## config.mk

```make
export PLATFORM = sky130hd
export DESIGN_NAME = systolic_loader
export DESIGN_NICKNAME = d
export VERILOG_FILES = /design/src/rtl/systolic_pkg.sv /design/src/rtl/row_buffer.sv /design/src/rtl/systolic_loader.sv
export SDC_FILE = /design/constraint.sdc
export NUM_CORES = 1
export LEC_CHECK = 0
export BUFFER_PORTS_ARGS = -buffer_cell sky130_fd_sc_hd__buf_2
export CAP_MARGIN = 0
export CORE_ASPECT_RATIO = 0.6
export CORE_UTILIZATION = 30
export CTS_BUF_LIST = sky130_fd_sc_hd__clkbuf_8
export CTS_CLUSTER_DIAMETER = 80
export DETAILED_ROUTE_END_ITERATION = 8
export MAX_ROUTING_LAYER = met4
export SYNTH_ARGS = -nofsm -noshare
export SYNTH_HDL_FRONTEND = slang
export SYNTH_SLANG_ARGS = --single-unit
```

## constraint.sdc

```tcl
create_clock -name clk -period 3.25 [get_ports clk]
set_clock_uncertainty 0.15 [all_clocks]
set_input_delay 0.1625 -clock clk [delete_from_list [all_inputs] [get_ports clk]]
set_output_delay 0.1625 -clock clk [all_outputs]
set_load 0.1 [all_outputs]
```

## src/rtl/systolic_pkg.sv

```systemverilog
// Shared types and constants for the systolic array loader.
// Provides the loader FSM state encoding, default row/address widths and a
// helper that extracts one column element from a packed row.
package systolic_pkg;

  typedef enum logic [2:0] {
    IDLE   = 3'd0,
    LOAD_W = 3'd1,
    STREAM = 3'd2,
    FLUSH  = 3'd3,
    DONE   = 3'd4
  } loader_state_t;

  localparam int unsigned DATA_SIZE = 8;
  localparam int unsigned SIZE      = 3;
  localparam int unsigned N_ROWS    = 6;
  localparam int unsigned ROW_W     = DATA_SIZE * SIZE;
  localparam int unsigned MAX_DEPTH = (SIZE > N_ROWS) ? SIZE : N_ROWS;
  localparam int unsigned ADDR_W    = (MAX_DEPTH > 1) ? $clog2(MAX_DEPTH) : 1;

  // Column c of a packed row; column 0 sits in the MSBs.
  function automatic logic [DATA_SIZE-1:0] col_slice(input logic [ROW_W-1:0] row,
                                                     input int unsigned       c);
    return row[(SIZE - c) * DATA_SIZE - 1 -: DATA_SIZE];
  endfunction

endpackage

```

## src/rtl/row_buffer.sv

```systemverilog
// Row register file: depth x row_w storage, one synchronous write port and
// one asynchronous read port. Contents are not reset.
//   clk      : write clock
//   wr_en    : write strobe (address already range-checked by the caller)
//   wr_addr  : write row index
//   wr_data  : write row
//   rd_addr  : read row index
//   rd_data  : read row (zero for out-of-range index)
module row_buffer
  import systolic_pkg::*;
#(
  parameter int unsigned depth = 3,
  parameter int unsigned row_w = 24,
  localparam int unsigned AW   = (depth > 1) ? $clog2(depth) : 1
) (
  input  logic             clk,
  input  logic             wr_en,
  input  logic [AW-1:0]    wr_addr,
  input  logic [row_w-1:0] wr_data,
  input  logic [AW-1:0]    rd_addr,
  output logic [row_w-1:0] rd_data
);

  logic [row_w-1:0] mem [depth];

  // Storage write
  always_ff @(posedge clk) begin
    if (wr_en) begin
      mem[wr_addr] <= wr_data;
    end
  end

  // Unused encodings of a non-power-of-two depth read as zero
  assign rd_data = (32'(rd_addr) < depth) ? mem[rd_addr] : '0;

endmodule

```

## src/rtl/systolic_loader.sv

```systemverilog
// Upstream sequencer for the systolic array. Buffers one weight matrix and
// one block of input rows, then on start drives set_w/w_stream for size
// cycles, data_stream for n_rows cycles, flush_cycles zero rows and a done
// pulse.
//   clk, rst_n  : clock, asynchronous active-low reset
//   wr_en/wr_sel/wr_addr/wr_data : host row write (sel 0 weights, 1 data)
//   wr_ready    : writes accepted (IDLE only)
//   start       : run request, sampled in IDLE
//   busy, done  : run in progress / end-of-run pulse
//   set_w, w_stream, data_stream : array feed, all registered
module systolic_loader
  import systolic_pkg::*;
#(
  parameter int unsigned data_size    = 8,
  parameter int unsigned size         = 3,
  parameter int unsigned n_rows       = 6,
  parameter int unsigned flush_cycles = 4,
  localparam int unsigned RW    = data_size * size,
  localparam int unsigned MAX_D = (size > n_rows) ? size : n_rows,
  localparam int unsigned AW    = (MAX_D > 1) ? $clog2(MAX_D) : 1
) (
  input  logic          clk,
  input  logic          rst_n,
  input  logic          wr_en,
  input  logic          wr_sel,
  input  logic [AW-1:0] wr_addr,
  input  logic [RW-1:0] wr_data,
  output logic          wr_ready,
  input  logic          start,
  output logic          busy,
  output logic          done,
  output logic          set_w,
  output logic [RW-1:0] w_stream,
  output logic [RW-1:0] data_stream
);

  localparam int unsigned MAX_SD = (size > n_rows) ? size : n_rows;
  localparam int unsigned MAX_C  = (MAX_SD > flush_cycles) ? MAX_SD : flush_cycles;
  localparam int unsigned CNT_W  = $clog2(MAX_C + 1);
  localparam int unsigned WAW    = (size > 1) ? $clog2(size) : 1;
  localparam int unsigned DAW    = (n_rows > 1) ? $clog2(n_rows) : 1;
  localparam int unsigned LAST_W = size - 1;
  localparam int unsigned LAST_D = n_rows - 1;
  localparam int unsigned LAST_F = (flush_cycles > 0) ? flush_cycles - 1 : 0;

  loader_state_t    state_q, state_d;
  logic [CNT_W-1:0] cnt_q, cnt_d;

  logic             wr_acc, w_we, d_we;
  logic [WAW-1:0]   w_wa, w_ra;
  logic [DAW-1:0]   d_wa, d_ra;
  logic [RW-1:0]    w_rd, d_rd, w_row, d_row;

  logic             set_w_d, busy_d, done_d;
  logic [RW-1:0]    w_stream_d, data_stream_d;

  assign wr_ready = (state_q == IDLE);

  // Host write decode; out-of-range rows are dropped
  assign wr_acc = wr_en && wr_ready;
  assign w_we   = wr_acc && !wr_sel && (32'(wr_addr) < size);
  assign d_we   = wr_acc &&  wr_sel && (32'(wr_addr) < n_rows);
  assign w_wa   = WAW'(wr_addr);
  assign d_wa   = DAW'(wr_addr);

  row_buffer #(.depth(size), .row_w(RW)) u_w_buf (
    .clk     (clk),
    .wr_en   (w_we),
    .wr_addr (w_wa),
    .wr_data (wr_data),
    .rd_addr (w_ra),
    .rd_data (w_rd)
  );

  row_buffer #(.depth(n_rows), .row_w(RW)) u_d_buf (
    .clk     (clk),
    .wr_en   (d_we),
    .wr_addr (d_wa),
    .wr_data (wr_data),
    .rd_addr (d_ra),
    .rd_data (d_rd)
  );

  // State and phase counter register
  always_ff @(posedge clk or negedge rst_n) begin
    if (!rst_n) begin
      state_q <= IDLE;
      cnt_q   <= '0;
    end else begin
      state_q <= state_d;
      cnt_q   <= cnt_d;
    end
  end

  // Next state: each phase counts its own rows from zero
  always_comb begin
    state_d = state_q;
    cnt_d   = cnt_q;
    case (state_q)
      IDLE: begin
        if (start) begin
          state_d = LOAD_W;
          cnt_d   = '0;
        end
      end
      LOAD_W: begin
        if (cnt_q == CNT_W'(LAST_W)) begin
          state_d = STREAM;
          cnt_d   = '0;
        end else begin
          cnt_d = cnt_q + CNT_W'(1);
        end
      end
      STREAM: begin
        if (cnt_q == CNT_W'(LAST_D)) begin
          state_d = (flush_cycles == 0) ? DONE : FLUSH;
          cnt_d   = '0;
        end else begin
          cnt_d = cnt_q + CNT_W'(1);
        end
      end
      FLUSH: begin
        if (cnt_q == CNT_W'(LAST_F)) begin
          state_d = DONE;
          cnt_d   = '0;
        end else begin
          cnt_d = cnt_q + CNT_W'(1);
        end
      end
      DONE: begin
        state_d = IDLE;
        cnt_d   = '0;
      end
      default: begin
        state_d = IDLE;
        cnt_d   = '0;
      end
    endcase
  end

  // Output decode from the upcoming state so registered outputs line up
  // with the state they describe. A write landing on the row being fetched
  // is forwarded, so a same-cycle write+start sees the new row.
  always_comb begin
    w_ra          = WAW'(cnt_d);
    d_ra          = DAW'(cnt_d);
    w_row         = (w_we && (w_wa == w_ra)) ? wr_data : w_rd;
    d_row         = (d_we && (d_wa == d_ra)) ? wr_data : d_rd;
    set_w_d       = (state_d == LOAD_W);
    busy_d        = (state_d == LOAD_W) || (state_d == STREAM) || (state_d == FLUSH);
    done_d        = (state_d == DONE);
    w_stream_d    = set_w_d ? w_row : '0;
    data_stream_d = (state_d == STREAM) ? d_row : '0;
  end

  // Registered outputs
  always_ff @(posedge clk or negedge rst_n) begin
    if (!rst_n) begin
      set_w       <= 1'b0;
      busy        <= 1'b0;
      done        <= 1'b0;
      w_stream    <= '0;
      data_stream <= '0;
    end else begin
      set_w       <= set_w_d;
      busy        <= busy_d;
      done        <= done_d;
      w_stream    <= w_stream_d;
      data_stream <= data_stream_d;
    end
  end

endmodule

```

# == Word-level counts from Yosys, hierarchy flattened ==
# Memory sizes are Yosys's and may differ from the RTL's.
# Index checks and enable logic that the tools add are counted.
# W data, S select, Z words.
# word_totals
word_cells,57
register_bits,57
ramBits,216
output_inout_bits,52
mem_count,2
# memory_table
memory,depth,width,rd,rd_ports_with_merged_regs,write_ports,line_no,rtl
u_d_buf.mem,6,24,1,0,1,row_buffer.sv:24,logic [row_w-1:0] mem [depth];
u_w_buf.mem,3,24,1,0,1,row_buffer.sv:24,
# op_classes
eq_ne,12
mux,20
n_addsub,1
n_lt_le_gt_ge,4
n_reduce_logical,11
# ops
op,n
$mux W24,6
$mux W3,8
$pmux W3 S4,2
$eq A3 B2 Y1 const B,6
$logic_and A1 B1 Y1,7
$eq A3 B1 Y1 const B,2
$eq A3 B3 Y1 const B,2
$lt A3 B3 Y1 const B,2
$mux W1,4
$add A3 B1 Y3 const B,1
$eq A3 B3 Y1,1
$logic_not A3 Y1,1
$lt A3 B2 Y1 const B,1
$eq A2 B2 Y1,1
$logic_or A1 B1 Y1,2
$lt A2 B2 Y1 const B,1
$logic_not A1 Y1,1

# == Depth between registers and ports, before layout ==
# Gate-level depths: netlist of the first run.
# depth
depth_word,7
depth_mapped,12

# == Cells and area by module ==
# From an unflattened synthesis of the first run, not the netlist that was laid out.
# hier_totals
hier_cells,650
area_unflattened_um2,11170.7
# modules_own_cells
mod,cells_per_inst,seq_area_each_um2,area_each_um2,n_inst
row_buffer at u_d_buf,293,4324.1,5778.0,1
row_buffer at u_w_buf,133,2162.1,2882.8,1
systolic_loader,224,1426.4,2509.9,1

# == Least setup slack after synthesis of the first run ==
# No wires, ideal clock.
# synth_timing
path_kind,register to register
startpoint,reg state_q[0]
endpoint,"mem u_d_buf.mem[0][0], enable pin"
required_time_ps,2665
path_slack_ps,-743
setup_time_ps,435
synth_period_minus_slack_ps,3993
arrival_ps,3407
path_stages_with_launch,5
cell_sequence,dfrtp_1 > buf_6 > nor3_4 > nand4b_1 > nor3_1
# synth_via
elab_chain_cells,6
# synth_rtl
item,line_no,rtl
from (decl),systolic_loader.sv:46,"loader_state_t state_q, state_d;"
from (signal assigned),systolic_loader.sv:90,state_q <= state_d;
$logic_not A3 Y1,systolic_loader.sv:57,assign wr_ready = (state_q == IDLE);
named net wr_ready,systolic_loader.sv:28,"output logic wr_ready,"
$logic_and A1 B1 Y1,systolic_loader.sv:60,assign wr_acc = wr_en && wr_ready;
$logic_and A1 B1 Y1 (2 in series),systolic_loader.sv:62,assign d_we = wr_acc && wr_sel && (32'(wr_addr) < n_rows);
$mux W1,row_buffer.sv:28,if (wr_en) begin
$mux W1 (implied by the code),row_buffer.sv:29,mem[wr_addr] <= wr_data;
to (decl),row_buffer.sv:24,
# The timed path passes the listed nets, and every way through them passes these cells.

# == Worst setup path in the final report of the first run ==
# layout_timing
startpoint,reg cnt_q[0]
endpoint,reg w_stream[23]
# layout_via
elab_chain_cells,7
# layout_rtl
item,line_no,rtl
from (decl),systolic_loader.sv:47,"logic [CNT_W-1:0] cnt_q, cnt_d;"
from (signal assigned),systolic_loader.sv:91,cnt_q <= cnt_d;
"$add A3 B1 Y3, or another cell as far along","systolic_loader.sv:111, systolic_loader.sv:119, systolic_loader.sv:127",
"$mux W3, on equally long branches","systolic_loader.sv:123, systolic_loader.sv:107, systolic_loader.sv:115",
$pmux W3 S4,systolic_loader.sv:99,case (state_q)
"$mem_v2 Z3 W24, or another cell as far along",-,
$mux W24 or $logic_and A1 B1 Y1 (tied branches),"row_buffer.sv:34, systolic_loader.sv:147",
$mux W24,systolic_loader.sv:147,w_row = (w_we && (w_wa == w_ra)) ? wr_data : w_rd;
$mux W24 (*),systolic_loader.sv:152,w_stream_d = set_w_d ? w_row : '0;
named net w_stream_d[23],systolic_loader.sv:55,"logic [RW-1:0] w_stream_d, data_stream_d;"
to (signal assigned),systolic_loader.sv:168,w_stream <= w_stream_d;
to (decl),systolic_loader.sv:33,"output logic [RW-1:0] w_stream,"
# Mark *: on every way through the listed nets, which the timed path passes. The rest lies on a longest branch.

==> results of run 1 <==
==> final cells by class <==
class                      count  area, um2
fill                        3484      23350
sequential                   273       7913
multi-input combinational    405       3126
timing repair buffer         140      983.4
clock buffer                  46      633.1
tap                          504      630.6
clock inverter                28      155.1
inverter                       9      36.28
==> stage by stage <==
stage          instances  hold WS (ns)  util (%)  setup WS, ns  TNS, ns
4_1_cts             1404       0.05555     36.54       0.07614        0
3_5_place_dp        1304        0.2951     33.69        0.1124        0
5_1_grt             1405       0.08959     36.60       0.07553        0
6_report            1405        0.1019     36.60        0.2378        0
2_1_floorplan        744       -0.2831         -       -0.3547   -18.38
3_3_place_gp        1304        0.2985     33.69        0.2075        0
==> flip-flops by register name (all words and copies together), names as in the netlist <==
register / flops
u_d_buf.mem: 144
u_w_buf.mem: 72
data_stream: 24
w_stream: 24
cnt_q: 3
state_q: 3
busy: 1
done: 1
set_w: 1
==> synth_stat cells (6+ instances only) <==
cell type,n
sky130_fd_sc_hd__nand3_1,19
sky130_fd_sc_hd__a211oi_2,13
sky130_fd_sc_hd__o21ai_1,23
sky130_fd_sc_hd__edfxtp_1,216
sky130_fd_sc_hd__nand2b_1,7
sky130_fd_sc_hd__nand4_1,80
sky130_fd_sc_hd__buf_2,14
sky130_fd_sc_hd__inv_1,6
sky130_fd_sc_hd__a22oi_1,26
sky130_fd_sc_hd__clkbuf_1,23
sky130_fd_sc_hd__nand2_1,25
sky130_fd_sc_hd__nor2_1,85
sky130_fd_sc_hd__dfrtp_1,57
sky130_fd_sc_hd__a21oi_1,8
sky130_fd_sc_hd__mux2i_1,23
sky130_fd_sc_hd__mux2_2,25
sky130_fd_sc_hd__buf_6,10
sky130_fd_sc_hd__mux4_2,24
==> cells by family (layout without fill, tap and decap cells) <==
| kind of cell | count (synthesis) | after routing | share of synthesized area, % |
|---|---|---|---|
| DFF | 273 | 273 | 69.63 |
| adders and majority gates | 5 | 5 | 0.5505 |
| and+or+nand+nor | 240 | 240 | 11.13 |
| buffers and inverters | 67 | 223 | 3.546 |
| xor gates and xnor gates | 1 | 1 | 0.07709 |
| AOI/OAI and AO/OA | 86 | 87 | 5.803 |
| muxes | 72 | 72 | 9.260 |
==> final timing paths <==
path / startpoint / to / slack, ns / depth (start not counted)
worst max-delay path: cnt_q[0] / w_stream[23] / 0.24 / 9
worst min-delay path: wr_en / u_w_buf.mem[2][19] / 0.10 / 3
worst max register to register: cnt_q[0] / w_stream[23] / 0.24 / 9
worst min register to register: u_d_buf.mem[5][9] / data_stream[9] / 0.36 / 2
max in group asynchronous: rst_n / w_stream[21] / 1.84 / 3
min in group asynchronous: rst_n / data_stream[9] / 0.22 / 2
==> metal layers <==
layer	up-vias	part of all wire, %
met1	3685	49
met5	-	0
met2	304	42
met3	31	8.1
met4	0	1.1
li1	3146	-
==> worst max-delay path, delay by kind of cell (launching register included) <==
kind | cells | cell delay [ns]
AO/OA/AOI/OAI | 4 | 1.25
buffers and inverters | 2 | 0.35
XOR/XNOR | 1 | 0.24
AND/OR/NAND/NOR | 1 | 0.13
flip-flops | 1 | 0.44
adder cells (fa/ha/maj) | 1 | 0.27
==> report_power, final <==
group	leakage [nW]	total (W)	internal [W]	switching (W)
combinational	1.74	0.00555	0.00176	0.00379
sequential	2.70	0.00419	0.00403	0.000162
clock	0.479	0.00274	0.00139	0.00135
==> timing repair <==
item,in CTS,in global routing
hold endpoints to repair,262,0
hold buffers,26,0
endpoints found under the setup margin,0,24
resized for setup,0,1
==> out/qor.log, run 1 <==
[clock_network] number of sinks on the clock net 273
[clock_network] CTS tree done
[clock_network] worst-skew pair later-pin latency 0.55 ns
[drt] Post-Route WL 29790 um
[synthesis] synthesized instance count 744
[layout] area overhead of the layout relative to synthesis 18.60%
[floorplanning] initial core utilization 30.86%
[drt] number of vias per cell after detailed routing 5.100
[global_route] number of global-route vias before repair 6989
[sta] setup repair after global routing missed its margin no
[layout] layout cell share with drive strength beyond 1 28.41%
[global_route] antenna violations before repair 1
[synthesis] count of distinct cell types in the synthesized netlist 51
[synthesis] Cell Area, Synth 0.01136 mm2
[worst_setup_path] worst-path cell with the longest stage delay sky130_fd_sc_hd__a31oi_4
[layout] Finished Cell Area 0.01348 mm2
[global_route] met1 Usage GRT 24.08%
[clock_network] Worst-path clk slew 0.07 ns
[placement] placed wire-length estimate after detailed placement 17680 um
[hold_path] HP Class input port to flop
[sta] final period demand of the worst path 3.012 ns
[worst_setup_path] data required time of the critical path 3.48 ns
[power_and_ir_drop] maximum vdd drop 0.6811 mV
[synthesis] sequential area share after synthesis 69.63%
[sta] maximum achievable frequency 332.0 MHz
[global_route] GR peak layer met1
[synthesis] net count of the mapped netlist 781
[sta] final count of negative-setup-slack endpoints 0
[global_route] met2 usage in global routing 21.00%
[synthesis] most frequently used flop master after synthesis sky130_fd_sc_hd__edfxtp_1
[power_and_ir_drop] Leak 4.919 nW
[synthesis] warnings from Yosys 0
[synthesis] largest area contributor in the synthesized netlist sky130_fd_sc_hd__edfxtp_1
[sta] Hold Vio Cnt, Final 0
[clock_network] number of H-tree branching levels 2
[placement] placed standard-cell area 0.01241 mm2
[drt] number of vias after detailed routing 7166
[outcome] status completed
[drt] drt first pass iters 5
[synthesis] share of the synthesized area in the top cell type 57.08%
[layout] most common library cell in the layout ignoring fill and taps sky130_fd_sc_hd__edfxtp_1
[synthesis] cell types occupying the most area after synthesis sky130_fd_sc_hd__edfxtp_1, sky130_fd_sc_hd__dfrtp_1, sky130_fd_sc_hd__mux4_2, sky130_fd_sc_hd__nand4_1, sky130_fd_sc_hd__nor2_1
[worst_setup_path] data arrival time of the critical path 3.24 ns
[worst_setup_path] capturing element type of the critical path flop
[layout] number of nets in the final layout 906
[sta] Slew HR 25.50%
[floorplanning] height of the chip 152.8 um
[clock_network] number of buffers on the longest clock path 3
[run] max-cap violation count 0
[sta] measured slew at the worst slew-check pin 1.117 ns
[drt] number of DRC markers in iteration 0 825
[placement] total of buffers placed on input and output ports 83
[global_route] met3 Usage GRT 3.656%
[synthesis] EDFF count, synth 216
[worst_setup_path] classification of the worst setup path flop to flop
[floorplanning] Core Area 0.03682 mm2
[floorplanning] number of core rows 54
[synthesis] syn_area_per_cell 15.27 um2
[power_and_ir_drop] Cell Pwr Density 925.8 mW/mm2
[global_route] maximum number of pins on one net before global-route repair 75
[drt] ANT nets after route 0
[global_route] total grt overflow 0
[clock_network] buffers inserted by post-CTS timing repair 0
[layout] commonest cells after routing, fill and taps aside sky130_fd_sc_hd__edfxtp_1, sky130_fd_sc_hd__buf_2, sky130_fd_sc_hd__nand4_1, sky130_fd_sc_hd__nor2_1, sky130_fd_sc_hd__dfrtp_1
[worst_setup_path] sort of element at the start of the critical path flop
[worst_setup_path] largest fanout of any net on the critical path 19
[drt] drc violations 0
[floorplanning] width of the die 253.3 um
[global_route] overall routing resource usage 15.71%
[clock_network] cts bufs inserted 40
[clock_network] cell chosen for the clock root sky130_fd_sc_hd__clkbuf_8
[worst_setup_path] worst-path cell chain inv_1 > ha_1 > nand2b_1 > a31oi_1 > o32a_2 > inv_4 > xnor2_1 > a31oi_4 > a211oi_1
[floorplanning] number of I/O pins 84
[synthesis] post-synthesis register bit count 273
[floorplanning] die outline area 0.03869 mm2
[worst_setup_path] maximum cell stage delay along the critical path 0.61 ns
[sta] max-slew violation count 0
[layout] count of antenna diodes in the layout 0
[sta] final critical-path share of the clock period 92.68%
[drt] average wire length per cell after detail routing 21.20 um
[placement] routability cong. 0.7924
[synthesis] Post-synth ARST share 20.88%
[global_route] global-route wire length before repair 44200 um
[power_and_ir_drop] total power 0.01248 W
No activity file was read; power rests on OpenSTA's default activity.
==> run 2, diff against run 1 <==
CORE_ASPECT_RATIO = unset   (was 0.6)
RECOVER_POWER = 100   (was unset)
==> run 2 against run 1 <==
  * The run now ends with capacitance limit, slew limit left
  * Clock-buffer cell count is 11 higher
  * Largest power group unchanged
  * Largest cell class unchanged
  * Sequential cell count stayed put
  * First-iteration DRC count is 40% lower
  * Via count is 3.3% lower
  * Hold slack worse by 0.079 ns
  * Critical endpoint is now data_stream[22]
==> out/qor.log, run 2 (same netlist as run 1, synthesis figures left out) <==
[floorplanning] die outline area 0.03866 mm2 [about the same]
[clock_network] buffers inserted by post-CTS timing repair 0 [unchanged]
[worst_setup_path] classification of the worst setup path flop to flop
[floorplanning] width of the die 196.6 um [-22%]
[clock_network] number of sinks on the clock net 273 [unchanged]
[floorplanning] height of the chip 196.6 um [+29%]
[layout] number of flip-flops under the largest register name 144 [unchanged]
[clock_network] number of buffers on the longest clock path 3 [unchanged]
[floorplanning] number of I/O pins 84 [unchanged]
[floorplanning] Core Area 0.03696 mm2 [+0.37%]
[floorplanning] number of core rows 70 [+30%]
[clock_network] cell chosen for the clock root sky130_fd_sc_hd__clkbuf_8
[clock_network] Worst-path clk slew 0.06 ns [about the same]
[outcome] status finished with violations
[sta] final critical-path share of the clock period 92.89% [+0.21 points]
[sta] post-route setup slack 0.2310 ns [-0.006853 ns]
[sta] max-slew violation count 40 [+40]
[sta] final period demand of the worst path 3.019 ns [+0.006853 ns]
[global_route] number of global-route vias before repair 7176 [+2.7%]
[layout] most common library cell in the layout ignoring fill and taps sky130_fd_sc_hd__edfxtp_1
[clock_network] post-CTS sizing 0 [unchanged]
[layout] layout cell share with drive strength beyond 1 19.58% [-8.8 points]
[global_route] total grt overflow 0 [unchanged]
[worst_setup_path] sort of element at the start of the critical path flop
[global_route] overall routing resource usage 14.58% [-1.1 points]
[sta] maximum achievable frequency 331.2 MHz [-0.23%]
[layout] Top Registers u_d_buf.mem x144, u_w_buf.mem x72
[sta] Hold Vio Cnt, Final 0 [unchanged]
[global_route] maximum number of pins on one net before global-route repair 75 [unchanged]
[layout] area overhead of the layout relative to synthesis 18.24%
[drt] number of vias after detailed routing 6933 [-3.3%]
[sta] measured slew at the worst slew-check pin 2.681 ns [+1.564 ns]
[power_and_ir_drop] Leak 4.678 nW [-4.9%]
[drt] Post-Route WL 27150 um [-8.9%]
[outcome] violations in the final reports capacitance limit, slew limit
[run] max-cap violation count 1 [+1]
[global_route] antenna violations before repair 0 [-1]
[worst_setup_path] data required time of the critical path 3.54 ns [+0.06 ns]
[drt] number of vias per cell after detailed routing 4.903 [-3.9%]
[worst_setup_path] data arrival time of the critical path 3.31 ns [+0.07 ns]
[clock_network] number of H-tree branching levels 2 [unchanged]
[floorplanning] initial core utilization 30.74% [-0.11 points]
[drt] ANT nets after route 0 [unchanged]
[placement] placed standard-cell area 0.01240 mm2 [about the same]
[layout] commonest cells after routing, fill and taps aside sky130_fd_sc_hd__edfxtp_1, sky130_fd_sc_hd__nor2_1, sky130_fd_sc_hd__nand4_1, sky130_fd_sc_hd__clkbuf_1
[layout] number of fill cells 3604 [+3.4%]
[drt] DR WL met2 13420 um [+8.1%]
[drt] highest routing layer actually used met4
[global_route] global-route wire length before repair 41660 um [-5.7%]
[drt] met1 WL 11650 um [-20%]
[clock_network] Hold Buf Count CTS 25 [-3.8%]
[drt] number of DRC markers in iteration 0 495 [-40%]
[clock_network] worst-skew pair later-pin latency 0.57 ns [+0.02 ns]
[layout] Multi-input gate area 0.003019 mm2 [-3.4%]
[worst_setup_path] largest fanout of any net on the critical path 13 [-6]
[hold_path] HP Class input port to flop
[drt] average wire length per cell after detail routing 19.20 um [-9.4%]
[drt] routed wire length on met3 1576 um [-35%]
[sta] final count of negative-setup-slack endpoints 0 [unchanged]
[sta] setup repair after global routing missed its margin no
[layout] number of nets in the final layout 909 [+0.33%]
[clock_network] cts bufs inserted 46 [+15%]
[power_and_ir_drop] maximum vdd drop 0.7438 mV [+9.2%]
[power_and_ir_drop] total power 0.01266 W [+1.4%]
[drt] drt first pass iters 5 [unchanged]
[power_and_ir_drop] Cell Pwr Density 941.9 mW/mm2 [+1.7%]
[placement] setup slack after placement 0.2179 ns [+0.1055 ns]
[placement] routability cong. 0.8274 [+4.4%]
[placement] placed wire-length estimate after detailed placement 16030 um [-9.3%]
[clock_network] CTS tree done
[layout] Storage cell area 0.007913 mm2 [unchanged]
[worst_setup_path] capturing element type of the critical path flop
[layout] register with the most flip-flops u_d_buf.mem
[drt] drc violations 0 [unchanged]
[layout] Finished Cell Area 0.01344 mm2 [-0.30%]
[placement] total of buffers placed on input and output ports 83 [unchanged]
[sta] Slew HR -78.76% [-100 points]
## run 2: final timing paths
check,startpoint,to,slack [ns],depth (start not counted)
min reg2reg,state_q[2],state_q[1],0.37,1
min in group asynchronous,rst_n,data_stream[9],0.85,2
max reg2reg,cnt_q[0],data_stream[22],0.23,10
max,cnt_q[0],data_stream[22],0.23,10
min,start,cnt_q[2],0.02,5
max in group asynchronous,rst_n,w_stream[0],0.55,2
## run 2: final cells by class
cell class	instances	share of cell area (%)
clock buffers	57	5.839
flip-flops and latches	273	58.89
diodes	1	0.01862
clock inverters	28	1.602
inverters	9	0.2607
multi-input cells	404	22.47
repair buffers	138	6.230
well taps	504	4.693
## run 2: metal layers
metal / vias to the layer above / global-route usage [%]
met3: 50 / 3.012
met5: - / -
met2: 219 / 23.63
li1: 3156 / -
met1: 3508 / 18.35
met4: 0 / 4.594
## run 2: critical path, stage by stage, from the launching register on
cell and delay (ns):
sky130_fd_sc_hd__dfrtp_1 0.41, sky130_fd_sc_hd__inv_1 0.08, sky130_fd_sc_hd__ha_1 0.27, sky130_fd_sc_hd__nor2b_1 0.17, sky130_fd_sc_hd__a2111o_1 0.46, sky130_fd_sc_hd__inv_1 0.33, sky130_fd_sc_hd__nor4_2 0.15, sky130_fd_sc_hd__o21a_1 0.17
sky130_fd_sc_hd__clkbuf_2 0.27, sky130_fd_sc_hd__and3_1 0.26, sky130_fd_sc_hd__a31o_1 0.18
## run 2: where the power goes
group | total, W | switching, W | internal [W]
combinational | 0.00523 | 0.00360 | 0.00164
sequential | 0.00420 | 0.000167 | 0.00404
clock | 0.00322 | 0.00138 | 0.00184
## run 2: per-stage QoR
step	utilization (%)	hold slack [ns]	TNS, ns	std cells
final	36.35	0.02316	0	1414
after global routing	36.35	0.06610	0	1413
after CTS	36.93	0.001863	0	1413
after detailed placement	33.54	0.2913	0	1303
after global placement	33.54	0.2857	0	1303
after floorplan	-	-0.2831	-18.38	744
==> run 3, diff against run 2 <==
CORE_MARGIN = 5   (was unset)
GPL_TIMING_DRIVEN = 1   (was unset)
==> run 3 against run 2 <==
  * Highest routed layer unchanged
  * Sequential share of layout area up 0.76 points
  * Die area increased by 8.3%
  * Critical path type unchanged
  * Clock-buffer cell count down 7
  * Cell area shrank 1.3%
  * First-iteration DRC count grew 27%
  * Global-route usage fell by 0.98 points
  * Non-clock buffer count unchanged
  * The flow still finishes with violations (capacitance limit, slew limit)
  * Critical path depth shrank 4
  * Sequential cell count is the same
  * Fmax is 2.1% higher
==> out/qor.log, run 3 (same netlist as run 1, synthesis figures left out) <==
[outcome] status finished with violations
[outcome] violations in the final reports capacitance limit, slew limit
[layout] number of flip-flops under the largest register name 144 [unchanged]
[power_and_ir_drop] Leak 4.633 nW [-0.96%]
[clock_network] number of H-tree branching levels 2 [unchanged]
[clock_network] post-CTS sizing 0 [unchanged]
[worst_setup_path] largest fanout of any net on the critical path 24 [+11]
[worst_setup_path] classification of the worst setup path flop to flop
[hold_path] HP Class input port to flop
[layout] layout cell share with drive strength beyond 1 17.90% [-1.7 points]
[clock_network] number of buffers on the longest clock path 3 [unchanged]
[layout] Top Registers u_d_buf.mem x144, u_w_buf.mem x72
[floorplanning] initial core utilization 30.31% [-0.43 points]
[floorplanning] Core Area 0.03749 mm2 [+1.4%]
[worst_setup_path] sort of element at the start of the critical path flop
[global_route] antenna violations before repair 1 [+1]
[clock_network] Worst-path clk slew 0.06 ns [about the same]
[floorplanning] width of the die 204.6 um [+4.1%]
[sta] maximum achievable frequency 338.3 MHz [+2.1%]
[placement] number of cells in the design after placement 1309 [+0.46%]
[global_route] total grt overflow 0 [unchanged]
[sta] minimum hold slack 0.05772 ns [+0.03457 ns]
[drt] drc violations 0 [unchanged]
[placement] placed wire-length estimate after detailed placement 16100 um [+0.41%]
[sta] final critical-path share of the clock period 90.96% [-1.9 points]
[sta] Fin Setup TNS 0 ns [unchanged]
[run] max-cap violation count 1 [unchanged]
[placement] routability cong. 0.7798 [-5.8%]
[sta] Hold Vio Cnt, Final 0 [unchanged]
[floorplanning] die outline area 0.04187 mm2 [+8.3%]
[placement] setup slack after placement 0.2841 ns [+0.06621 ns]
[worst_setup_path] R2R Setup Slk 0.29 ns [+0.06 ns]
[sta] post-route setup slack 0.2937 ns [+0.06277 ns]
[global_route] number of global-route vias before repair 7038 [-1.9%]
[layout] commonest cells after routing, fill and taps aside sky130_fd_sc_hd__edfxtp_1, sky130_fd_sc_hd__nand4_1, sky130_fd_sc_hd__nor2_1, sky130_fd_sc_hd__clkbuf_1, sky130_fd_sc_hd__dfrtp_1
[layout] number of nets in the final layout 908 [-0.11%]
[worst_setup_path] data required time of the critical path 3.27 ns [-0.27 ns]
[drt] Post-Route WL 27610 um [+1.7%]
[drt] number of DRC markers in iteration 0 630 [+27%]
[clock_network] worst-skew pair later-pin latency 0.57 ns [about the same]
[worst_setup_path] capturing element type of the critical path flop
[clock_network] CTS tree done
[floorplanning] height of the chip 204.6 um [+4.1%]
[layout] area overhead of the layout relative to synthesis 16.74%
[layout] number of fill cells 3672 [+1.9%]
[sta] measured slew at the worst slew-check pin 1.788 ns [-0.8937 ns]
[sta] max-slew violation count 58 [+45%]
[power_and_ir_drop] Cell Pwr Density 917.7 mW/mm2 [-2.6%]
[floorplanning] number of core rows 71 [+1.4%]
[worst_setup_path] data arrival time of the critical path 2.98 ns [-0.33 ns]
[clock_network] cell chosen for the clock root sky130_fd_sc_hd__clkbuf_8
[clock_network] number of sinks on the clock net 273 [unchanged]
[sta] Slew HR -19.17% [+60 points]
[drt] drt first pass iters 5 [unchanged]
[layout] register with the most flip-flops u_d_buf.mem
[clock_network] cts bufs inserted 45 [-2.2%]
[sta] final period demand of the worst path 2.956 ns [-0.06277 ns]
[layout] most common library cell in the layout ignoring fill and taps sky130_fd_sc_hd__edfxtp_1
[power_and_ir_drop] maximum vdd drop 1.054 mV [+42%]
[drt] average wire length per cell after detail routing 19.48 um [+1.5%]
[drt] number of vias per cell after detailed routing 4.890 [-0.27%]
[sta] setup repair after global routing missed its margin no
[global_route] overall routing resource usage 13.60% [-0.98 points]
[floorplanning] number of I/O pins 84 [unchanged]
[layout] post-route non-filler standard cell count 1417 [+0.21%]
[placement] total of buffers placed on input and output ports 83 [unchanged]
[global_route] global-route wire length before repair 43010 um [+3.2%]
[drt] number of vias after detailed routing 6929 [-0.058%]
[sta] final count of negative-setup-slack endpoints 0 [unchanged]
[global_route] maximum number of pins on one net before global-route repair 75 [unchanged]
[drt] ANT nets after route 0 [unchanged]
-- run 3: cell types whose count changed in the layout (fill, tap and decap cells not counted), moves of 3 or more --
| cell | delta |
|---|---|
| sky130_fd_sc_hd__o21ai_1 | -8 |
| sky130_fd_sc_hd__bufinv_16 | -3 |
| sky130_fd_sc_hd__clkinv_1 | -3 |
| sky130_fd_sc_hd__clkinv_2 | -7 |
| sky130_fd_sc_hd__buf_4 | +3 |
| sky130_fd_sc_hd__inv_1 | +16 |
| sky130_fd_sc_hd__buf_12 | -3 |
| sky130_fd_sc_hd__o21ai_0 | +8 |
| sky130_fd_sc_hd__clkbuf_8 | -7 |
-- run 3: worst paths after layout --
path	endpoint	cells past startpoint	startpoint
hold / removal	cnt_q[2]	5	start
max in group asynchronous	w_stream[2]	4	rst_n
setup reg to reg	u_w_buf.mem[1][22]	6	state_q[0]
min in group asynchronous	data_stream[15]	4	rst_n
setup / recovery	u_w_buf.mem[1][22]	6	state_q[0]
hold reg to reg	data_stream[12]	2	u_d_buf.mem[4][12]
-- run 3: cell type report --
type	count	area, um2	share of cell area, %
Inverter	9	35.03	0.2641
Sequential cell	273	7913	59.65
Timing Repair Buffer	138	807.0	6.084
Tap cell	511	639.4	4.820
Multi-Input combinational cell	404	3040	22.92
Clock inverter	31	140.1	1.056
Clock buffer	50	688.2	5.188
Antenna cell	1	2.502	0.01886
-- run 3: worst max-delay path, cell delays in order (launching register included) --
cell	delay, ns
sky130_fd_sc_hd__dfrtp_1	0.50
sky130_fd_sc_hd__clkbuf_1	0.22
sky130_fd_sc_hd__nor3_4	0.23
sky130_fd_sc_hd__nand3b_1	0.28
sky130_fd_sc_hd__or2_2	0.43
sky130_fd_sc_hd__nor2_2	0.11
sky130_fd_sc_hd__clkbuf_2	0.64
-- run 3: through the flow --
stage / total power [W] / area (um2) / utilization (%)
floorplan: 0.008671 / 11390 / -
global placement: 0.009660 / 12390 / 33.04
detailed placement: 0.009704 / 12390 / 33.04
CTS: 0.01251 / 13480 / 35.95
global route: 0.01284 / 13270 / 35.38
finish: 0.01217 / 13270 / 35.38
-- run 3: where the power goes --
part | switching, W | internal [W]
sequential | 0.000162 | 0.00404
clock | 0.00132 | 0.00142
combinational | 0.00361 | 0.00163
total | 0.00509 | 0.00708
-- run 3: per-layer routing --
layer,up-vias,global-route usage [%],wire length (um),share of wire [%]
met5,-,-,0,0
met4,0,3.470,532,1.9
met3,41,2.485,1463,5.3
met2,213,21.25,13180,48
met1,3519,18.56,12430,45
li1,3156,-,-,-
-- run 3: what timing repair did --
| action | in CTS | in global routing |
|---|---|---|
| setup endpoints to repair | 0 | 0 |
| setup buffers | 0 | 0 |
| hold buffers | 26 | 0 |
| hold endpoints to repair | 281 | 0 |
